File: src/rtl/bbc_bus_responder.sv
// bbc_bus_responder: BBC bus target with an FE30 ROM select shadow and an FC40/FC41 mailbox FIFO.
// Define MBOX_OVERFLOW_FLAG_EN to keep a sticky overflow flag in status bit 2.
module bbc_bus_responder #(
    parameter logic [15:0] ROMSEL_ADDR = 16'hFE30,
    parameter logic [15:0] MBOX_ADDR   = 16'hFC40,
    parameter int          FIFO_DEPTH  = 4,
    parameter int          HOLD_CYCLES = 2
) (
    input  logic        hsclk,
    input  logic        reset,
    input  logic        bbc_phi2,
    input  logic [15:0] bbc_adr,
    input  logic        bbc_rnw,
    input  logic [7:0]  bbc_data_in,
    output logic [7:0]  bbc_data_out,
    output logic        bbc_data_oe,
    output logic [3:0]  romsel,
    output logic        mbox_valid,
    output logic [7:0]  mbox_data,
    input  logic        mbox_ready,
    input  logic [7:0]  reply_data
);
    localparam int          AW        = $clog2(FIFO_DEPTH);
    localparam int          PW        = AW + 1;
    localparam logic [15:0] STAT_ADDR = MBOX_ADDR + 16'd1;
    localparam logic [2:0]  HOLD_LAST = 3'(HOLD_CYCLES - 1);

    typedef enum logic [2:0] {
        IDLE,
        DECODE,
        DRIVE,
        WRWAIT,
        SKIP,
        HOLD
    } state_t;

    state_t        state;
    logic          s1, s2, s3;
    logic          rise, fall;
    logic [7:0]    shadow;
    logic [15:0]   lat_adr;
    logic          lat_rnw;
    logic [2:0]    hold_cnt;
    logic [PW-1:0] wr_ptr, rd_ptr;
    logic [7:0]    mem [FIFO_DEPTH];
    logic          empty, full, pop, push_req, push_ok, ovf_bit;
    logic [7:0]    status, drive_val;

    // Synchroniser is left free-running through reset so a phi2 high already in
    // progress when reset drops never looks like a fresh rise.
    always_ff @(posedge hsclk) begin
        s1 <= bbc_phi2;
        s2 <= s1;
        s3 <= s2;
    end

    assign rise = s2 & ~s3;
    assign fall = ~s2 & s3;

    always_ff @(posedge hsclk) begin
        if (reset)
            shadow <= 8'h00;
        else if (s1)
            shadow <= bbc_data_in;
    end

    assign empty      = (wr_ptr == rd_ptr);
    assign full       = (wr_ptr[AW] != rd_ptr[AW]) && (wr_ptr[AW-1:0] == rd_ptr[AW-1:0]);
    assign mbox_valid = ~empty;
    assign mbox_data  = empty ? 8'h00 : mem[rd_ptr[AW-1:0]];
    assign pop        = mbox_valid & mbox_ready;
    assign push_req   = (state == WRWAIT) && fall && (lat_adr == MBOX_ADDR);
    // A pop in the same cycle frees the slot, so a full FIFO still accepts the push.
    assign push_ok    = push_req && (!full || pop);

`ifdef MBOX_OVERFLOW_FLAG_EN
    logic ovf;
    always_ff @(posedge hsclk) begin
        if (reset)
            ovf <= 1'b0;
        else if (push_req && full && !pop)
            ovf <= 1'b1;
        else if (state == DRIVE && fall && lat_adr == STAT_ADDR)
            ovf <= 1'b0;
    end
    assign ovf_bit = ovf;
`else
    assign ovf_bit = 1'b0;
`endif

    assign status    = {5'b00000, ovf_bit, full, empty};
    assign drive_val = (lat_adr == MBOX_ADDR) ? reply_data : status;

    always_ff @(posedge hsclk) begin
        if (reset) begin
            wr_ptr <= '0;
            rd_ptr <= '0;
        end else begin
            if (pop)
                rd_ptr <= rd_ptr + PW'(1);
            if (push_ok)
                wr_ptr <= wr_ptr + PW'(1);
        end
    end

    always_ff @(posedge hsclk) begin
        if (push_ok)
            mem[wr_ptr[AW-1:0]] <= shadow;
    end

    always_ff @(posedge hsclk) begin
        if (reset) begin
            state        <= IDLE;
            lat_adr      <= 16'h0000;
            lat_rnw      <= 1'b1;
            hold_cnt     <= 3'd0;
            bbc_data_oe  <= 1'b0;
            bbc_data_out <= 8'h00;
            romsel       <= 4'h0;
        end else begin
            case (state)
                IDLE: begin
                    if (rise) begin
                        lat_adr <= bbc_adr;
                        lat_rnw <= bbc_rnw;
                        state   <= DECODE;
                    end
                end
                DECODE: begin
                    if (lat_rnw && (lat_adr == MBOX_ADDR || lat_adr == STAT_ADDR)) begin
                        state        <= DRIVE;
                        bbc_data_oe  <= 1'b1;
                        bbc_data_out <= drive_val;
                    end else if (!lat_rnw && (lat_adr == ROMSEL_ADDR || lat_adr == MBOX_ADDR)) begin
                        state <= WRWAIT;
                    end else begin
                        state <= SKIP;
                    end
                end
                DRIVE: begin
                    bbc_data_out <= drive_val;
                    if (fall) begin
                        state    <= HOLD;
                        hold_cnt <= 3'd0;
                    end
                end
                HOLD: begin
                    if (hold_cnt == HOLD_LAST) begin
                        state       <= IDLE;
                        bbc_data_oe <= 1'b0;
                    end else begin
                        hold_cnt <= hold_cnt + 3'd1;
                    end
                end
                WRWAIT: begin
                    if (fall) begin
                        if (lat_adr == ROMSEL_ADDR)
                            romsel <= shadow[3:0];
                        state <= IDLE;
                    end
                end
                SKIP: begin
                    if (fall)
                        state <= IDLE;
                end
                default: state <= IDLE;
            endcase
        end
    end
endmodule

File: config.mk
export PLATFORM = sky130hd
export DESIGN_NAME = bbc_bus_responder
export DESIGN_NICKNAME = d
export VERILOG_FILES = /design/src/rtl/bbc_bus_responder.sv
export SDC_FILE = /design/constraint.sdc
export NUM_CORES = 1
export LEC_CHECK = 0
export ABC_CLOCK_PERIOD_IN_PS = 2200
export CORE_MARGIN = 1
export CORE_UTILIZATION = 50
export DETAILED_ROUTE_END_ITERATION = 12
export PLACE_DENSITY = 0.75
export SYNTH_ARGS = -nofsm -noshare
export SYNTH_HDL_FRONTEND = slang
export SYNTH_SLANG_ARGS = --single-unit
export TNS_END_PERCENT = 100
File: constraint.sdc
create_clock -name hsclk -period 2.2 [get_ports hsclk]
set_input_delay 0.44 -clock hsclk [delete_from_list [all_inputs] [get_ports hsclk]]
set_output_delay 0.44 -clock hsclk [all_outputs]
set_load 0.1 [all_outputs]
==> results of run 1 <==
[final timing paths]
| check | start | end | slack, ns | cells past startpoint |
|---|---|---|---|---|
| worst min-delay path | s2 | s3 | 0.42 | 0 |
| worst min register to register | s2 | s3 | 0.42 | 0 |
| worst max-delay path | register | mbox_data[0] | 0.07 | 4 |
| worst max register to register | lat_adr[1] | mem[0][7] | 0.17 | 4 |
[flip-flops by register name, indices dropped and copies added, names as in the netlist, 4 cells and up, named ones only]
name / flops
bbc_data_out: 8
lat_adr: 16
mem: 32
romsel: 4
shadow: 8
[stage by stage]
| stage | hold slack (ns) | TNS, ns |
|---|---|---|
| final | 0.417 | 0 |
| after global routing | 0.432 | -0.00186 |
| after CTS | 0.417 | 0 |
| after detailed placement | 0.403 | -2.53 |
| after global placement | 0.395 | -1.51 |
| after floorplan | 0.329 | -3.99 |
[where the power goes]
part | total (mW) | switching, mW | internal [mW]
logic | 0.738 | 0.427 | 0.312
registers | 1.84 | 0.0838 | 1.76
clock network | 1.20 | 0.586 | 0.610
total | 3.78 | 1.10 | 2.68
[metal layers]
| metal | vias up | global-route usage (%) | routed length, um | part of all wire, % |
|---|---|---|---|---|
| met5 | - | 0 | 0 | 0 |
| met2 | 81 | 35.9 | 3870 | 50 |
| li1 | 1363 | - | - | - |
| met1 | 1312 | 28.4 | 3510 | 45 |
| met3 | 4 | 5.17 | 351 | 4.5 |
| met4 | 0 | 6.06 | 48 | 0.62 |
[placed cells by master (no fill, tap or decap), types with 3 or more instances in the layout]
cell type	instances
nand2_1	45
buf_12	10
dfxtp_1	49
o31ai_1	4
a211oi_1	3
or3_1	3
ha_1	7
and2_1	4
nor2_1	20
a21oi_1	30
nor3_1	3
o21ai_0	5
nand4_1	4
mux2i_1	15
mux4_2	8
inv_1	8
edfxtp_1	32
dfxtp_2	5
clkdlybuf4s50_1	36
nor2b_1	11
buf_4	24
nand2b_1	3
clkbuf_8	9
nand3_1	16
[critical path: stages, from the launching register on]
cell and delay [ns]:
dfxtp_2 0.34, buf_8 0.14, mux4_2 0.50, nor2b_1 0.17, buf_12 0.17
[layout make-up]
cell class	instances	area (um^2)	share of cell area, %
Clock buffer	10	149	3.07
Clock inverter	6	72.6	1.50
Inverter	8	30.0	0.619
Multi-Input combinational cell	229	1650	34.0
Sequential cell	87	2070	42.7
Tap cell	99	124	2.55
Timing Repair Buffer	71	756	15.6
[cells by family (layout without fill, tap and decap cells)]
kind of cell | Yosys count | in the layout | share of synthesized area [%]
xor+xnor | 6 | 6 | 1.39
buf+inv | 26 | 95 | 2.91
fa+ha+maj | 8 | 8 | 2.58
mux | 24 | 24 | 9.14
flops | 87 | 87 | 54.6
simple gates | 136 | 136 | 20.4
compound gates | 55 | 55 | 9.07
[what timing repair did]
action | 4_1_cts | 5_1_grt
pin swaps | 2 | 0
setup endpoints to repair | 9 | 8
setup buffers | 1 | 0
resized for setup | 4 | 11
==> impl_metrics.toml, run 1 <==
[detailed_routing]
drt_iter0_drc = 181
vias_per_cell = 5.41
drt-wirelength-per-cell_um = 15.3
drt_wl_total_mm = 7.79
vias = 2760
post-route-drc-count = 0
ant_nets = 0
drtPass1Iterations = 4

[cts]
clockRootBuffer = "clkbuf_8"
cts_buffer_depth = 2
clk_pin_slew_ns = 0.09
insertion_delay_ns = 0.35
cts_hold_buf = 0
clkSinkCount = 87
cts_buffers = 9
h-tree-depth = 3
cts_tree = "done"

[setup_path]
critPathArrivalTime_ns = 1.69
cp_data_required_time_ns = 1.76
cp-end-kind = "primary output"
worstSetupPathType = "reg2out"
cp-start-kind = "register"
critPathMaxFanout = 8

[synthesis]
ys_ff_latch = 87
synth_cell_types = 59
yosysWarningCount = 0
synth.avg_cell_area_um2 = 11.1
ys_seq_area_share_pct = 54.6
yosysMostFrequentCell = "dfxtp_1"
synth-edff-count = 32
ys_top_cells_by_count = "55 x dfxtp_1, 45 x nand2_1, 32 x edfxtp_1"
synth_ff_type = "dfxtp_1"
netlist.top_cell.by_area = "dfxtp_1"
synth_area_mm2 = 0.00378
async_reset_ff_share_pct = 0
syn_inst = 342
yosysTopAreaCellShare_pct = 29.1
synth_area_leaders = "dfxtp_1 29%, edfxtp_1 25%, mux4_2 4.8%"
syn_nets = 386

[power_and_ir_drop]
peakVddDrop_mv = 0.523
pwr_density_cell_mw_per_mm2 = 779
leakage_nw = 1.78
power.total_mw = 3.78

[placement]
hpwl_mm = 5.65
placed_area_mm2 = 0.00456
gp_congestion = 0.827
placedCellCount = 493
pre_cts_ws_ns = -0.0908
port_buffers = 58

[global_routing]
grt_pass1_vias = 2677
antenna_found_initial = 0
grt_remaining_overflow = 0
grt_max_degree = 27
track_usage_pct = 21.6
grt_pass1_wl_mm = 12.7

[outcome]
status = "finished, final reports clean"

[sta]
drv_slew = 0
finalHoldViolCount = 0
clock_skew_ns = 0.0105
max_freq_mhz = 469
fin_crit_sh_pct = 96.9
setup_viol = 0
setup_ws_ns = 0.0687
rsz0062_at_grt = "true"
worstMarginPinSlew_ns = 0.541
slew_headroom_pct = 63.9
layout_min_cycle_time_ns = 2.13

[finish]
fin_area_mm2 = 0.00485
drive_above_1_share_pct = 20.9
final_core_util_pct = 66.5
fin_nets = 450
fillers = 572
diodes = 0
layoutNonFillerInstCount = 510
area_delta_synth_final_pct = 28.3

[die]
rows = 31
core_area_mm2 = 0.00729
initial_core_util_pct = 51.8
die_width_um = 88.9
die-area_mm2 = 0.00791
ios = 59
die_height_um = 88.9

[run]
maxCapViolCount = 0

[min_path]
hold_path.class = "reg2reg"
(Power assumes the default switching activity.)
==> inputs of run 2 (changes only) <==
==> constraint.sdc (replaced) <==
create_clock -name hsclk -period 2.2 [get_ports hsclk]
set_input_delay 0.33 -clock hsclk [delete_from_list [all_inputs] [get_ports hsclk]]
set_output_delay 0.33 -clock hsclk [all_outputs]
set_load 0.1 [all_outputs]
==> impl_metrics.toml, run 2 (synthesis gave the netlist of run 1 again) <==
[setup_path]
reg2reg_slack_ns = 0.23
critPathArrivalTime_ns = 1.77
timing.rr.start = "wr_ptr[0]"
cp-end-kind = "primary output"
cp_data_required_time_ns = 1.87
worstSetupPathType = "reg2out"
r2r.worst_path.cells = 5
critPathMaxFanout = 10
cp-start-kind = "register"
timing.rr.end = "mem[1][0]"

[detailed_routing]
drt_iter0_drc = 151
drt-wirelength-per-cell_um = 15.3
vias_per_cell = 5.35
ant_nets = 0
vias = 2736
drt_wl_total_mm = 7.80
post-route-drc-count = 0
drtPass1Iterations = 5

[cts]
h-tree-depth = 3
clockRootBuffer = "clkbuf_8"
insertion_delay_ns = 0.37
clkSinkCount = 87
cts_buffer_depth = 2
cts_buffers = 9
clk_pin_slew_ns = 0.11
cts_tree = "done"
cts_hold_buf = 0

[outcome]
status = "finished, final reports clean"

[die]
rows = 31
die_width_um = 88.9
core_area_mm2 = 0.00729
die_height_um = 88.9
ios = 59
die-area_mm2 = 0.00791
initial_core_util_pct = 51.8

[run]
maxCapViolCount = 0

[min_path]
hold_path_startpoint = "bbc_phi2"
whs_path_depth = 1
hold_path.class = "in2reg"
min_to = "s1"

[sta]
drv_slew = 0
layout_min_cycle_time_ns = 2.10
fin_hold_ws_ns = 0.408
fin_crit_sh_pct = 95.4
slew_headroom_pct = 63.3
clock_skew_ns = 0.0148
fin_tns_setup_ns = 0
setup_viol = 0
finalHoldViolCount = 0
max_freq_mhz = 477
worstMarginPinSlew_ns = 0.551
rsz0062_at_grt = "false"

[finish]
final_cell_mix = "52 x dfxtp_1, 45 x nand2_1, 36 x clkdlybuf4s50_1, 32 x edfxtp_1, 30 x a21oi_1"
multi_input_area_mm2 = 0.00164
seq_area_mm2 = 0.00207
diodes = 0
fillers = 594
largest_reg_flops = 32
drive_above_1_share_pct = 20.4
final_common_cell = "dfxtp_1"
fin_nets = 451
area_delta_synth_final_pct = 27.0

[power_and_ir_drop]
clockPowerShare_pct = 29.9
leakage_nw = 1.77
seqPwrFrac_pct = 50.2
pwr_density_cell_mw_per_mm2 = 768
p_switching_mw = 1.16
power_frac_comb_pct = 19.9
cell_internal_pwr_mw = 2.52
peakVddDrop_mv = 0.564
switching_share_pct = 31.6

[global_routing]
grt_pass1_vias = 2505
grt_remaining_overflow = 0
track_usage_pct = 21.3
antenna_found_initial = 0
grt_pass1_wl_mm = 12.4
grt_max_degree = 24

[placement]
port_buffers = 58
gp_congestion = 0.825
hpwl_mm = 5.64
==> run 2: cell types whose count changed in the layout (fill, tap and decap cells not counted), moves of 2 or more <==
cell / delta
buf_4: +3
dfxtp_1: +3
dfxtp_2: -2
inv_8: +3
==> run 2: through the flow <==
| stage | util [%] | cell area, um^2 | total power [mW] | setup slack [ns] | std cells |
|---|---|---|---|---|---|
| 6_report | 65.8 | 4800 | 3.69 | 0.102 | 511 |
| 5_1_grt | 65.8 | 4800 | 3.85 | 0.00180 | 511 |
| 4_1_cts | 65.3 | 4760 | 3.70 | 0.0374 | 509 |
| 3_5_place_dp | 62.4 | 4550 | 2.61 | 0.0375 | 493 |
| 3_3_place_gp | 62.4 | 4550 | 2.60 | 0.0847 | 493 |
| 2_1_floorplan | - | 3780 | 2.40 | -0.389 | 342 |
==> run 2: critical path, cell delays in order, from the launching register on <==
cell     delay, ns
dfxtp_1       0.43
xor2_2        0.27
nor3_1        0.08
buf_4         0.19
nor2b_1       0.22
buf_12        0.21
==> run 2: metal layers <==
metal | GRT usage [%] | routed length [um] | vias to the layer above
li1 | - | - | 1371
met3 | 4.52 | 343 | 10
met5 | 0 | 0 | -
met2 | 34.1 | 3780 | 75
met1 | 28.9 | 3560 | 1280
met4 | 7.94 | 116 | 0
==> run 2: repair_timing <==
item / 4_1_cts / 5_1_grt
pin swaps: 0 / 2
setup endpoints to repair: 8 / 24
buffers inserted: 0 / 2
resized for setup: 3 / 6
==> run 2: how the worst max path moves through the flow <==
stage,startpoint,endpoint,slack (ns)
2_1_floorplan,wr_ptr[1],mbox_data[0],-0.39
3_3_place_gp,mbox_ready,mem[1][2],0.08
3_5_place_dp,mbox_ready,mem[2][1],0.04
4_1_cts,wr_ptr[1],mbox_data[0],0.04
5_1_grt,rd_ptr[0],mbox_data[2],0.002
6_report,rd_ptr[0],mbox_data[2],0.10
==> run 2: cell type report <==
type | instances | share of cell area (%)
clock inverters | 7 | 1.49
repair buffers | 72 | 15.5
multi-input cells | 229 | 34.2
clock buffers | 9 | 2.58
well taps | 99 | 2.58
flip-flops and latches | 87 | 43.0
inverters | 8 | 0.625
==> run 2: power by group through the flow <==
stage / Clock, mW / Sequential, mW / Combinational [mW]
4_1_cts: 1.13 / 1.85 / 0.730
3_5_place_dp: 0 / 1.88 / 0.727
3_3_place_gp: 0 / 1.88 / 0.717
2_1_floorplan: 0 / 1.95 / 0.447
6_report: 1.10 / 1.85 / 0.735
5_1_grt: 1.19 / 1.86 / 0.800
==> inputs of run 3 (changes only) <==
Settings changed: ABC_CLOCK_PERIOD_IN_PS 2200 to 1960, CAP_MARGIN set to 20.
Clock period 2.2 ns to 1.96 ns, I/O delays scaled along.
==> impl_metrics.toml, run 3 (synthesis gave the netlist of run 1 again) <==
[finish]
multi_input_area_mm2 = 0.00170
drive_above_1_share_pct = 27.0
final_cell_mix = "49 x dfxtp_1, 45 x nand2_1, 44 x buf_4, 36 x clkdlybuf4s50_1, 32 x edfxtp_1"
fin_nets = 472
layoutNonFillerInstCount = 532
largest_reg_flops = 32
diodes = 0
area_delta_synth_final_pct = 33.7
final_core_util_pct = 69.3
fillers = 580
final_common_cell = "dfxtp_1"
seq_area_mm2 = 0.00207

[sta]
slew_headroom_pct = 63.6
worstMarginPinSlew_ns = 0.546
fin_crit_sh_pct = 101
max_freq_mhz = 506
layout_min_cycle_time_ns = 1.97
clock_skew_ns = 0.00846
rsz0062_at_grt = "true"
fin_hold_ws_ns = 0.374
finalHoldViolCount = 0
drv_slew = 0
setup_viol = 3
setup_ws_ns = -0.0145
fin_tns_setup_ns = -0.0380

[cts]
clk_pin_slew_ns = 0.09
cts_hold_buf = 0
insertion_delay_ns = 0.35
cts_buffers = 9
cts_tree = "done"
clkSinkCount = 87
cts_buffer_depth = 2
h-tree-depth = 3
clockRootBuffer = "clkbuf_8"

[die]
initial_core_util_pct = 51.8
die_height_um = 88.9
die-area_mm2 = 0.00791
ios = 59
core_area_mm2 = 0.00729
die_width_um = 88.9
rows = 31

[detailed_routing]
vias_per_cell = 5.31
drtPass1Iterations = 4
drt_wl_total_mm = 8.09
post-route-drc-count = 0
drt-wirelength-per-cell_um = 15.2
drt_iter0_drc = 142
vias = 2823
ant_nets = 0

[setup_path]
cp_data_required_time_ns = 1.67
slowest_stage = "dfxtp_2"
timing.rr.start = "rd_ptr[1]"
worstSetupPathType = "reg2out"
crit_chain = "xor2_1, buf_4, nor3_4, buf_6, nor2b_2, buf_12"
critPathMaxFanout = 5
startpoint = "rd_ptr[1]"
path_buf_inv = 3
cp-start-kind = "register"
cp-end-kind = "primary output"
critPathArrivalTime_ns = 1.68
slowest_delay_ns = 0.34
reg2reg_slack_ns = 0.06
cp_top_family = "buffers and inverters"

[placement]
pre_cts_ws_ns = -0.168
hpwl_mm = 5.76
port_buffers = 58
gp_congestion = 0.854
placedCellCount = 506

[outcome]
violations = "negative setup slack"
status = "finished with violations"

[power_and_ir_drop]
pwr_density_cell_mw_per_mm2 = 829
leakage_nw = 1.91
peakVddDrop_mv = 0.726

[global_routing]
grt_pass1_vias = 2733
grt_max_degree = 21
track_usage_pct = 22.5
grt_pass1_wl_mm = 13.1
antenna_found_initial = 0
grt_remaining_overflow = 0

[min_path]
hold_path_startpoint = "bbc_phi2"
hold_path.class = "in2reg"

[run]
maxCapViolCount = 0
run 3: area by class of cell:
class | instances | area share [%]
sequential | 87 | 41.0
multi-input combinational | 229 | 33.6
timing repair buffer | 93 | 18.2
clock buffer | 12 | 3.52
tap | 99 | 2.45
clock inverter | 4 | 0.669
inverter | 8 | 0.594
run 3: path summary, 6_finish.rpt:
check                     to  cells past startpoint
max             mbox_data[3]                      6
min                       s1                      1
max reg2reg  bbc_data_out[1]                      6
min reg2reg               s3                      0
run 3: metal layers:
metal,track usage [%],wire length [um]
met5,0,0
met4,7.50,112
met3,4.71,296
met2,39.0,4130
met1,28.1,3540
run 3: power breakdown:
group          internal (mW)  switching (mW)  total, mW
registers               1.97           0.116       2.09
logic                  0.370           0.458      0.828
clock network          0.625           0.646       1.27
run 3: through the flow:
step | power, mW | area, um^2
floorplan | 2.69 | 3800
global placement | 2.93 | 4670
detailed placement | 2.95 | 4670
CTS | 4.21 | 5020
global route | 4.38 | 5050
finish | 4.19 | 5050
run 3: repair_timing:
action / in CTS / in global routing
endpoints found under the setup margin: 8 / 41
buffers inserted: 7 / 2
gates resized for setup: 19 / 7
pin swaps: 1 / 0
gates cloned: 1 / 0
